[src/rtl/fifo_pkg.sv]
// Shared constants for the watermark FIFO: read-mode selectors for the FWFT parameter.
package fifo_pkg;

    localparam int FWFT_MODE = 1;
    localparam int REG_MODE  = 0;

endpackage

[src/rtl/fifo_wrap_ptr.sv]
// Wrapping index counter for the FIFO storage array. It steps 0..MAX and returns to 0.
// The wrap is an explicit compare against MAX, so any depth works, not only powers of two.
module fifo_wrap_ptr #(
    parameter int MAX   = 15,
    parameter int WIDTH = 4
) (
    input  logic             CLK,
    input  logic             nRST,
    input  logic             clear,
    input  logic             inc,
    output logic [WIDTH-1:0] ptr
);

    // Flush returns the pointer to slot 0; otherwise each accepted access advances it by one slot.
    always_ff @(posedge CLK or negedge nRST) begin
        if (!nRST) begin
            ptr <= '0;
        end else if (clear) begin
            ptr <= '0;
        end else if (inc) begin
            ptr <= (ptr == WIDTH'(MAX)) ? '0 : ptr + WIDTH'(1);
        end
    end

endmodule

[src/rtl/fifo_wm.sv]
// Synchronous FIFO with any depth and programmable high/low watermark flags.
// It also has sticky overflow/underflow flags, a synchronous flush and a selectable read mode:
// first-word-fall-through or registered.
module fifo_wm
    import fifo_pkg::*;
#(
    parameter int   DATA_WIDTH = 32,
    parameter int   DEPTH      = 16,
    parameter int   FWFT       = FWFT_MODE,
    localparam int  CNT_BITS   = $clog2(DEPTH + 1)
) (
    input  logic                  CLK,
    input  logic                  nRST,
    input  logic                  clear,
    input  logic                  WEN,
    input  logic [DATA_WIDTH-1:0] wdata,
    input  logic                  REN,
    output logic [DATA_WIDTH-1:0] rdata,
    output logic                  rvalid,
    input  logic [CNT_BITS-1:0]   hi_mark,
    input  logic [CNT_BITS-1:0]   lo_mark,
    input  logic                  err_clr,
    output logic [CNT_BITS-1:0]   count,
    output logic                  empty,
    output logic                  full,
    output logic                  above_hi,
    output logic                  below_lo,
    output logic                  overflow,
    output logic                  underflow
);

    localparam int PTR_BITS = (DEPTH > 1) ? $clog2(DEPTH) : 1;

    logic [DATA_WIDTH-1:0] mem [DEPTH];
    logic [PTR_BITS-1:0]   wr_ptr;
    logic [PTR_BITS-1:0]   rd_ptr;
    logic                  wr_acc;
    logic                  rd_acc;

    // The full and empty flags come from the registered count. A full FIFO therefore
    // refuses a write even when a read frees a slot on the same edge.
    assign empty    = (count == '0);
    assign full     = (count == CNT_BITS'(DEPTH));
    assign wr_acc   = WEN & ~full & ~clear;
    assign rd_acc   = REN & ~empty & ~clear;
    assign above_hi = (count >= hi_mark);
    assign below_lo = (count <= lo_mark);

    fifo_wrap_ptr #(.MAX(DEPTH - 1), .WIDTH(PTR_BITS)) u_wr_ptr (
        .CLK   (CLK),
        .nRST  (nRST),
        .clear (clear),
        .inc   (wr_acc),
        .ptr   (wr_ptr)
    );

    fifo_wrap_ptr #(.MAX(DEPTH - 1), .WIDTH(PTR_BITS)) u_rd_ptr (
        .CLK   (CLK),
        .nRST  (nRST),
        .clear (clear),
        .inc   (rd_acc),
        .ptr   (rd_ptr)
    );

    // Occupancy tracks accepted writes minus accepted reads; a simultaneous pair cancels out.
    always_ff @(posedge CLK or negedge nRST) begin
        if (!nRST) begin
            count <= '0;
        end else if (clear) begin
            count <= '0;
        end else if (wr_acc && !rd_acc) begin
            count <= count + CNT_BITS'(1);
        end else if (rd_acc && !wr_acc) begin
            count <= count - CNT_BITS'(1);
        end
    end

    // The error flags are sticky until err_clr. A new error in the same cycle as err_clr still wins.
    always_ff @(posedge CLK or negedge nRST) begin
        if (!nRST) begin
            overflow  <= 1'b0;
            underflow <= 1'b0;
        end else begin
            overflow  <= (WEN & full & ~clear)  | (overflow  & ~err_clr);
            underflow <= (REN & empty & ~clear) | (underflow & ~err_clr);
        end
    end

    // Storage has no reset, and a flush leaves the stored words in place.
    always_ff @(posedge CLK) begin
        if (wr_acc) begin
            mem[wr_ptr] <= wdata;
        end
    end

    generate
        if (FWFT == REG_MODE) begin : g_reg
            // Registered read: data and valid appear one cycle after an accepted read, and rdata holds otherwise.
            always_ff @(posedge CLK or negedge nRST) begin
                if (!nRST) begin
                    rdata  <= '0;
                    rvalid <= 1'b0;
                end else if (rd_acc) begin
                    rdata  <= mem[rd_ptr];
                    rvalid <= 1'b1;
                end else begin
                    rvalid <= 1'b0;
                end
            end
        end else begin : g_fwft
            assign rdata  = mem[rd_ptr];
            assign rvalid = ~empty;
        end
    endgenerate

endmodule

[config.mk]
export PLATFORM = sky130hd
export DESIGN_NAME = fifo_wm
export DESIGN_NICKNAME = d
export VERILOG_FILES = /design/src/rtl/fifo_pkg.sv /design/src/rtl/fifo_wrap_ptr.sv /design/src/rtl/fifo_wm.sv
export SDC_FILE = /design/constraint.sdc
export NUM_CORES = 1
export LEC_CHECK = 0
export ABC_AREA = 1
export CAP_MARGIN = 5
export CORE_ASPECT_RATIO = 0.9
export CORE_MARGIN = 3
export CORE_UTILIZATION = 45
export DETAILED_ROUTE_END_ITERATION = 8
export MAX_ROUTING_LAYER = met4
export PLACE_DENSITY_LB_ADDON = 0.15
export SYNTH_ARGS = -nofsm -noshare
export SYNTH_HDL_FRONTEND = slang
export SYNTH_SLANG_ARGS = --single-unit
[constraint.sdc]
create_clock -name CLK -period 5.4 [get_ports CLK]
set_input_delay 0.54 -clock CLK [delete_from_list [all_inputs] [get_ports CLK]]
set_output_delay 0.54 -clock CLK [all_outputs]
set_load 0.005 [all_outputs]
# Word level (Yosys, flattened, before mapping)
# Memories as Yosys holds them, arrays and structs flattened.
# Cells that the tools add are included.
# W data, S select, Z words.
[word_totals]
out_inout_bits = 44
ram_bits = 512
word_cells = 50
romBits = 0
mem_count = 1
latch_bits = 0
register_bits = 15
[memory_table]
columns = ["name", "words", "width", "read_ports", "rd_clocked_by_memory_dff", "wr", "line_no", "rtl"]
rows = [
  ["mem", 16, 32, 1, 0, 1, "fifo_wm.sv:34", "logic [DATA_WIDTH-1:0] mem [DEPTH];"],
]
[classes]
mul = 0
n_reduce_logical = 8
addsub = 4
bitwise_logic = 16
n_shift = 0
eq_ne = 3
mux = 11
div_mod_pow = 0
n_lt_le_gt_ge = 2
[op_table]
columns = ["op", "count"]
rows = [
  ["$mux W4", 6],
  ["$mux W5", 3],
  ["$and A1 B1 Y1", 10],
  ["$add A4 B1 Y4 const B", 2],
  ["$eq A4 B4 Y1 const B", 2],
  ["$add A5 B1 Y5 const B", 1],
  ["$eq A5 B5 Y1 const B", 1],
  ["$ge A5 B5 Y1", 1],
  ["$le A5 B5 Y1", 1],
  ["$logic_not A5 Y1", 1],
  ["$sub A5 B1 Y5 const B", 1],
  ["$not A1 Y1", 4],
  ["$reduce_bool A2 Y1", 2],
  ["$reduce_bool A3 Y1", 1],
  ["$logic_and A1 B1 Y1", 2],
  ["$logic_not A1 Y1", 2],
  ["$mux W1", 2],
  ["$or A1 B1 Y1", 2],
]

# Longest topological paths before layout
# Gate-level depths: netlist (run 1).
[depth]
depth_word = 9
ltp_mapped = 15
ltp_nobuf = 15

# Hierarchy
# A second synthesis (run 1) with hierarchy kept.
[hier_totals]
cells_unflattened = 1792
area_unflattened_um2 = 22252.6
[by_module_without_submodules]
columns = ["module", "area_each_um2", "cells_each", "seq_area_each_um2", "n_inst"]
rows = [
  ["fifo_wm", 21812.2, 1742, 15549.9, 1],
  ["fifo_wrap_ptr", 220.2, 25, 100.1, 2],
]

# Worst setup path after synthesis (run 1)
# Ideal clock, no wire load.
[synth_timing]
kind = "input to register"
start = "input WEN"
end = "memory mem[0][0], enable pin"
setup_time_ns = 0.421
t_required_ns = 4.979
setup_slack_ns = 2.614
n_path_buf = 0
stages = 6
arrival_ns = 2.365
cell_sequence = "inv_1 > nor2_1 > nand2_1 > inv_2 > nand2_1 > nor2_1"
[synth_between]
elab_chain_len = 4
[synth_rtl]
columns = ["item", "line_no", "rtl"]
rows = [
  ["start: declaration", "fifo_wm.sv:15", "input logic WEN,"],
  ["$and A1 B1 Y1 (2 in a row)", "fifo_wm.sv:44", "assign wr_acc = WEN & ~full & ~clear;"],
  ["$mux W1", "fifo_wm.sv:91", "if (wr_acc) begin"],
  ["$mux W1 (not written as such)", "fifo_wm.sv:92", "mem[wr_ptr] <= wdata;"],
  ["end: declaration", "fifo_wm.sv:34", ""],
]
# No other way between the ends.

# Worst setup path after layout (run 1)
[layout_timing]
start = "register u_rd_ptr.ptr[0]"
end = "output rdata[3]"
[layout_between]
elab_chain_len = 1
[layout_rtl]
columns = ["item", "line_no", "rtl"]
rows = [
  ["start: declaration", "fifo_wrap_ptr.sv:11", "output logic [WIDTH-1:0] ptr"],
  ["start signal: assignment", "fifo_wrap_ptr.sv:21", "ptr <= (ptr == WIDTH'(MAX)) ? '0 : ptr + WIDTH'(1);"],
  ["$mem_v2 Z16 W32", "-", ""],
  ["end: declaration", "fifo_wm.sv:18", "output logic [DATA_WIDTH-1:0] rdata,"],
]
# No other way between the ends.

==> implementation parameters, run 1 <==
Parameter                              Value

Run status
  Run status    completed

Critical path
  Crit-path slowest cell    inv_6
  Worst stage delay on the critical path    about 0.73 ns
  Critical Path Start Type    register
  Startpoint of the worst setup timing path    u_rd_ptr.ptr[0]
  Top fanout value on the critical path    102
  WP data required    4.86 ns
  Cell breakdown of the critical path    inv_6, buf_4, nor2_1, o211ai_1, nand4_1, nand2_1, clkdlybuf4s50_1
  Count of buffering cells on the critical path with inverters included    3
  Cell family with the largest share of critical-path delay    buffers and inverters
  Worst Path Arrival    3.55 ns
  Worst setup path category    register to output port
  Launch point of the worst reg-to-reg path    count[1]
  Crit. End Element    output port

Placed design
  Global placer's final weighted congestion    between 0.7 and 0.8
  Setup slack after placement    around 1.9 ns
  DP HPWL    approximately 27000 um
  IO buf count    91

Cells and area
  Area growth syn-to-layout    14.9%
  Fraction of final layout cells sized beyond drive strength 1    0.0696
  Final nets    approximately 1800

CTS
  TritonCTS clock tree    built
  H-Tree Level Count    2
  Clock sink count    527
  CTS clk-pin slew, worst paths    about 0.060 ns
  CTS-repair resized insts    0
  Post-CTS Hold Fix Bufs    0
  Library cell used as clock root buffer    clkbuf_16
  Post-CTS Setup Repair Bufs    0
  Later-pin clock latency in the skew report    0.59 ns
  Buffer levels on the longest clock path    3
  Clock buffers created by TritonCTS    between 50 and 60

Drt
  DRT iter0 DRCs    1235
  Routed wire length    roughly 52000 um
  Post-route ant nets    0
  Avg WL per Cell    roughly 22 um
  Number of detailed-route iterations in the first pass    5
  DRC Markers    0
  Via count of the routed design    ~13000
  Via-per-instance ratio    ~5.5

Global routing
  Overflow left after global routing    0
  Wire length of the first global-routing pass    79100 um
  Initial antenna violation count    2
  Maximum number of pins on one net before global-route repair    142
  Vias in the first global route    roughly 13000
  Total GRT Usage    0.216

Timing
  Minimum clock period    4.09 ns
  Setup slack after layout    about 1.3 ns
  Fraction of the cycle the final worst path needs    0.758
  RSZ-0062 raised after global routing    false
  Final Setup Violations    0
  Clock Skew    0.0131 ns
  Final total negative setup slack    0 ns
  Worst-case headroom to the max-slew limit    0.242
  Count of final hold-check violations    0
  Fmax    ~240 MHz
  Max-slew violations    0
  Worst-Margin Slew    1.13 ns

Synthesis
  Average cell area after synthesis    approximately 13 um2
  Total of flip-flops plus latches after synthesis    527
  Post-Synthesis Net Count    1724
  Number of enable flip-flop cells after synthesis    approximately 510
  Cell count after synthesis    approximately 1700
  XOR/XNOR Fraction of Synth Area    0.00165
  Multiplexer area fraction after synthesis    0
  Most used flip-flop cell after synthesis    edfxtp_1
  Share of synthesized cell area in and, or, nand and nor gates    0.127
  Async S/R FF share, synth    0.0285
  Number of warnings printed during yosys synthesis    0
  Cell area after synthesis    0.0212 mm2
  Synthesized-area fraction occupied by adder cells    0.0121
  Largest family of logic cells by synthesized area    simple AND/OR/NAND/NOR gates
  Share of synthesized area occupied by flip-flops and latches    0.742
  Compound-gate portion of the synthesized area    0.0746
  Synth unique cells    32

Worst hold path
  Hold/Removal Path Class    input port to asynchronous set/reset pin

Flow run
  Number of max-cap violations    0

Floorplanning
  DIE AREA    between 0.04 and 0.05 mm2
  Overall die height    approximately 210 um
  Starting Density    0.462
  Die width    235 um
  Placeable core region    ~0.046 mm2
  I/O pin count    92
  Standard-cell rows    74

Power and ir drop
  Power density over the cells    approximately 430 mW/mm2
  Peak VDD IR    305 uV
  Standby leakage power    slightly above 8 nW
stage by stage:
step / hold slack (ns) / power, mW / util / cell area, um2 / instances
final: 0.406 / 10.6 / 0.530 / 24400 / 2391
after global placement: 0.525 / 7.16 / 0.494 / 22800 / 2290
after global routing: 0.460 / 11.1 / 0.530 / 24400 / 2391
after detailed placement: 0.533 / 7.18 / 0.494 / 22800 / 2290
after floorplan: 0.244 / 6.31 / - / 21200 / 1656
after CTS: 0.411 / 10.7 / 0.530 / 24400 / 2389
flip-flops by register name, indices dropped and copies added (netlist names):
register      count
underflow         1
overflow          1
u_rd_ptr.ptr      4
u_wr_ptr.ptr      4
mem             512
count             5
Yosys cell counts (7+ instances only):
| library cell | instances | area share |
|---|---|---|
| nand2_1 | 338 | 0.060 |
| nand4_1 | 64 | 0.019 |
| o21ai_0 | 137 | 0.032 |
| o211ai_1 | 63 | 0.022 |
| buf_2 | 18 | 0.0042 |
| edfxtp_1 | 512 | 0.72 |
| nor2_1 | 90 | 0.016 |
| buf_4 | 7 | 0.0025 |
| clkbuf_1 | 46 | 0.0081 |
| buf_1 | 8 | 0.0014 |
| inv_1 | 92 | 0.016 |
| a21oi_1 | 70 | 0.016 |
| buf_6 | 14 | 0.0074 |
| ha_1 | 19 | 0.011 |
| nand3_1 | 137 | 0.032 |
| dfrtp_1 | 15 | 0.018 |
final timing paths:
| check | end | slack (ns) | cells past startpoint |
|---|---|---|---|
| max | rdata[3] | 1.31 | 7 |
| min | count[0] | 0.41 | 1 |
| max reg2reg | mem[5][19] | 2.48 | 7 |
| min reg2reg | underflow | 0.54 | 2 |
| max in group asynchronous | u_rd_ptr.ptr[0] | 4.43 | 1 |
| min in group CLK | underflow | 0.54 | 2 |
cell families after synthesis:
| family | after synthesis |
|---|---|
| AND/OR/NAND/NOR | 631 |
| flip-flops | 527 |
| AO/OA/AOI/OAI | 281 |
| buffers and inverters | 193 |
| adder cells (fa/ha/maj) | 20 |
| XOR/XNOR | 4 |
power breakdown:
| group | internal (mW) | leakage, nW | switching [mW] |
|---|---|---|---|
| clock network | 2.00 | 0.802 | 1.50 |
| logic | 0.918 | 2.60 | 1.45 |
| registers | 4.58 | 4.81 | 0.134 |
| total | 7.50 | 8.21 | 3.08 |
cell usage in the layout, fill, tap and decap left out, drive strengths merged:
master	netlist	layout
clkinv	1	24
edfxtp	512	512
a31oi	1	1
a21o	1	1
o21a	1	1
clkbuf	46	71
ha	19	19
buf	49	30
o211ai	63	63
nand4	64	64
xor2	3	3
inv	97	99
dfrtp	15	15
nand2	339	339
diode	0	2
xnor2	1	1
o311ai	1	1
a21oi	70	70
o21bai	1	1
clkdlybuf4s50	0	91
fa	1	1
o22ai	6	6
nor3	1	1
bufinv	0	3
o21ai	137	137
nor2	90	90
nand3	137	137
per-layer routing:
metal  track usage  vias up  wire [um]
li1              -     6172          -
met1         0.291     6495      23500
met2         0.343      347      24900
met3        0.0340       80       2760
met4        0.0631        0       1110
met5             -        -          0
worst reg2reg max path, cell delays in order (launching register included):
cell and delay (ns):
dfrtp_1 0.50, nor2_1 0.09, nand3_1 0.12, nand2_1 0.16
inv_2 0.17, nand2_1 0.25, nor2_4 0.82, buf_4 0.45
layout make-up:
class,instances,area [um2]
antenna,2,5.00
clock buffer,71,1440
clock inverter,28,200
fill,3837,21600
inverter,98,373
multi-input combinational,936,4700
sequential,527,15800
tap,608,761
timing repair buffer,121,1160
Power figures use the tool's default switching activity.
==> inputs of run 2 (changes only) <==
==> constraint.sdc (replaced) <==
create_clock -name CLK -period 3.35 [get_ports CLK]
set_input_delay 0.335 -clock CLK [delete_from_list [all_inputs] [get_ports CLK]]
set_output_delay 0.335 -clock CLK [all_outputs]
set_load 0.005 [all_outputs]
==> run 2 against run 1 <==
Compared with the run above:
- clock power is 69% higher
- largest power group unchanged
- worst setup slack worse by 1.2 ns
- critical path depth is 1 lower
- power is 66% higher
- utilization up 0.92 points
- critical path type unchanged
- register-to-register slack got worse by 1.7 ns
- first-iteration DRC count decreased by 3.6%
- final area up 1.7%
==> implementation parameters, run 2 (synthesis results as in run 1) <==
Parameter                              Value

Run status
  Run status    completed

Critical path
  WP data required    3.01 ns
  Critical Path Start Type    register
  Worst Path Arrival    2.86 ns
  Crit-path slowest cell    dfrtp_4
  Worst stage delay on the critical path    0.65 ns
  Cell breakdown of the critical path    buf_12, o21ai_0, o211ai_1, nand4_1, nand2_1, clkdlybuf4s50_1
  Top fanout value on the critical path    94
  Worst setup path category    register to output port
  Crit. End Element    output port

Cells and area
  Number of flip-flops in the largest register    about 510
  Fraction of final layout cells sized beyond drive strength 1    0.0797
  Summed area of non-filler cells in the final layout    around 0.025 mm2
  Largest register by flop count    mem
  Area growth syn-to-layout    16.9%
  Core utilization of the finished layout    0.539
  Final nets    approximately 1800
  Most common library cell in the layout ignoring fill and taps    edfxtp_1
  Leading cell types in the layout, fill and taps excluded    512 x edfxtp_1, 338 x nand2_1, 137 x o21ai_0, 137 x nand3_1, 92 x inv_1
  Biggest registers after layout    mem: 512 flops, count: 5 flops

Power and ir drop
  Clock group share of total power    0.337
  Part of the total power dissipated in sequential elements    0.430
  Post-layout power    about 18 mW
  Power density over the cells    approximately 710 mW/mm2
  Standby leakage power    between 8 and 9 nW
  Total net switching power    5.07 mW
  Share of total power consumed by net switching    0.289
  Portion of total power attributed to combinational logic    0.232
  Cell-internal power    12.5 mW
  Peak VDD IR    roughly 470 uV

CTS
  H-Tree Level Count    2
  Clock buffers created by TritonCTS    53
  TritonCTS clock tree    built
  Buffer levels on the longest clock path    3
  CTS clk-pin slew, worst paths    approximately 0.06 ns
  Later-pin clock latency in the skew report    between 0.5 and 0.6 ns
  Clock sink count    roughly 530
  Library cell used as clock root buffer    clkbuf_16
  Post-CTS Hold Fix Bufs    0

Floorplanning
  I/O pin count    92
  Standard-cell rows    74
  Overall die height    between 200 and 250 um
  Starting Density    0.462
  Placeable core region    roughly 0.046 mm2
  DIE AREA    0.0498 mm2
  Die width    roughly 240 um

Drt
  Post-route ant nets    0
  Routed wire length    52000 um
  Via count of the routed design    around 13000
  DRT iter0 DRCs    ~1200
  DRC Markers    0
  Avg WL per Cell    between 20 and 25 um
  Number of detailed-route iterations in the first pass    5
  Via-per-instance ratio    between 5 and 6

Timing
  Fmax    313 MHz
  Clock Skew    approximately 0.016 ns
  Final Setup Violations    0
  Minimum clock period    3.20 ns
  RSZ-0062 raised after global routing    true
  Worst-Margin Slew    0.738 ns
  Worst-case headroom to the max-slew limit    0.507
  Max-slew violations    0
  Fraction of the cycle the final worst path needs    0.954
  Count of final hold-check violations    0

Placed design
  IO buf count    ~90
  Cell area reported after detailed placement    about 0.023 mm2
  Global placer's final weighted congestion    about 0.75
  DP HPWL    around 27000 um

Worst hold path
  Hold/Removal Path Class    input port to asynchronous set/reset pin

Global routing
  Wire length of the first global-routing pass    78900 um
  Vias in the first global route    around 13000
  Total GRT Usage    0.213
  Maximum number of pins on one net before global-route repair    around 150
  Overflow left after global routing    0
  Initial antenna violation count    1

Flow run
  Number of max-cap violations    0
-- run 2: layout make-up --
| cell class | instances | area, um2 |
|---|---|---|
| diodes | 1 | 2.50 |
| clock buffers | 68 | 1440 |
| clock inverters | 32 | 309 |
| fillers | 3784 | 21200 |
| inverters | 98 | 375 |
| multi-input cells | 936 | 4700 |
| flip-flops and latches | 527 | 15800 |
| well taps | 608 | 761 |
| repair buffers | 134 | 1480 |
-- run 2: stage by stage --
stage                     setup slack [ns]  std cells  setup TNS (ns)  hold WS (ns)
final                                0.152       2404               0         0.194
after CTS                           0.0271       2402               0         0.208
after global routing               -0.0168       2404         -0.0379         0.252
after global placement               0.702       2302               0         0.520
after floorplan                      0.608       1656               0        0.0394
after detailed placement             0.621       2302               0         0.539
-- run 2: metal layers --
layer  global-route usage  part of all wire  wire length [um]
met3               0.0327             0.050              2570
met1                0.291              0.45             23600
met5                    -                 0                 0
met4               0.0639             0.028              1450
met2                0.335              0.47             24300
-- run 2: worst paths after layout --
check	start	to	slack [ns]	cells past startpoint
setup / recovery	u_rd_ptr.ptr[0]	rdata[11]	0.15	6
hold / removal	nRST	u_rd_ptr.ptr[0]	0.19	1
setup reg to reg	count[2]	count[4]	0.82	15
hold reg to reg	underflow	underflow	0.54	2
max in group asynchronous	nRST	u_rd_ptr.ptr[1]	2.62	1
min in group CLK	err_clr	overflow	0.36	2
-- run 2: power groups by stage --
| stage | clock network [mW] | logic (mW) | registers, mW |
|---|---|---|---|
| 5_1_grt | 6.31 | 4.56 | 7.56 |
| 4_1_cts | 6.03 | 4.05 | 7.53 |
| 3_5_place_dp | 0 | 4.02 | 7.67 |
| 6_report | 5.92 | 4.08 | 7.54 |
| 2_1_floorplan | 0 | 2.56 | 7.60 |
| 3_3_place_gp | 0 | 3.99 | 7.67 |
-- run 2: worst max-delay path: cells and delay by family (launching register included) --
kind                   cells  cell delay [ns]
buffers and inverters      2             0.88
DFF                        1             0.65
AOI/OAI and AO/OA          2             0.42
and+or+nand+nor            2             0.26
-- run 2: what timing repair did --
| item | CTS | global route |
|---|---|---|
| setup buffers | 0 | 0 |
| gates resized for setup | 0 | 6 |
| setup endpoints to repair | 0 | 19 |
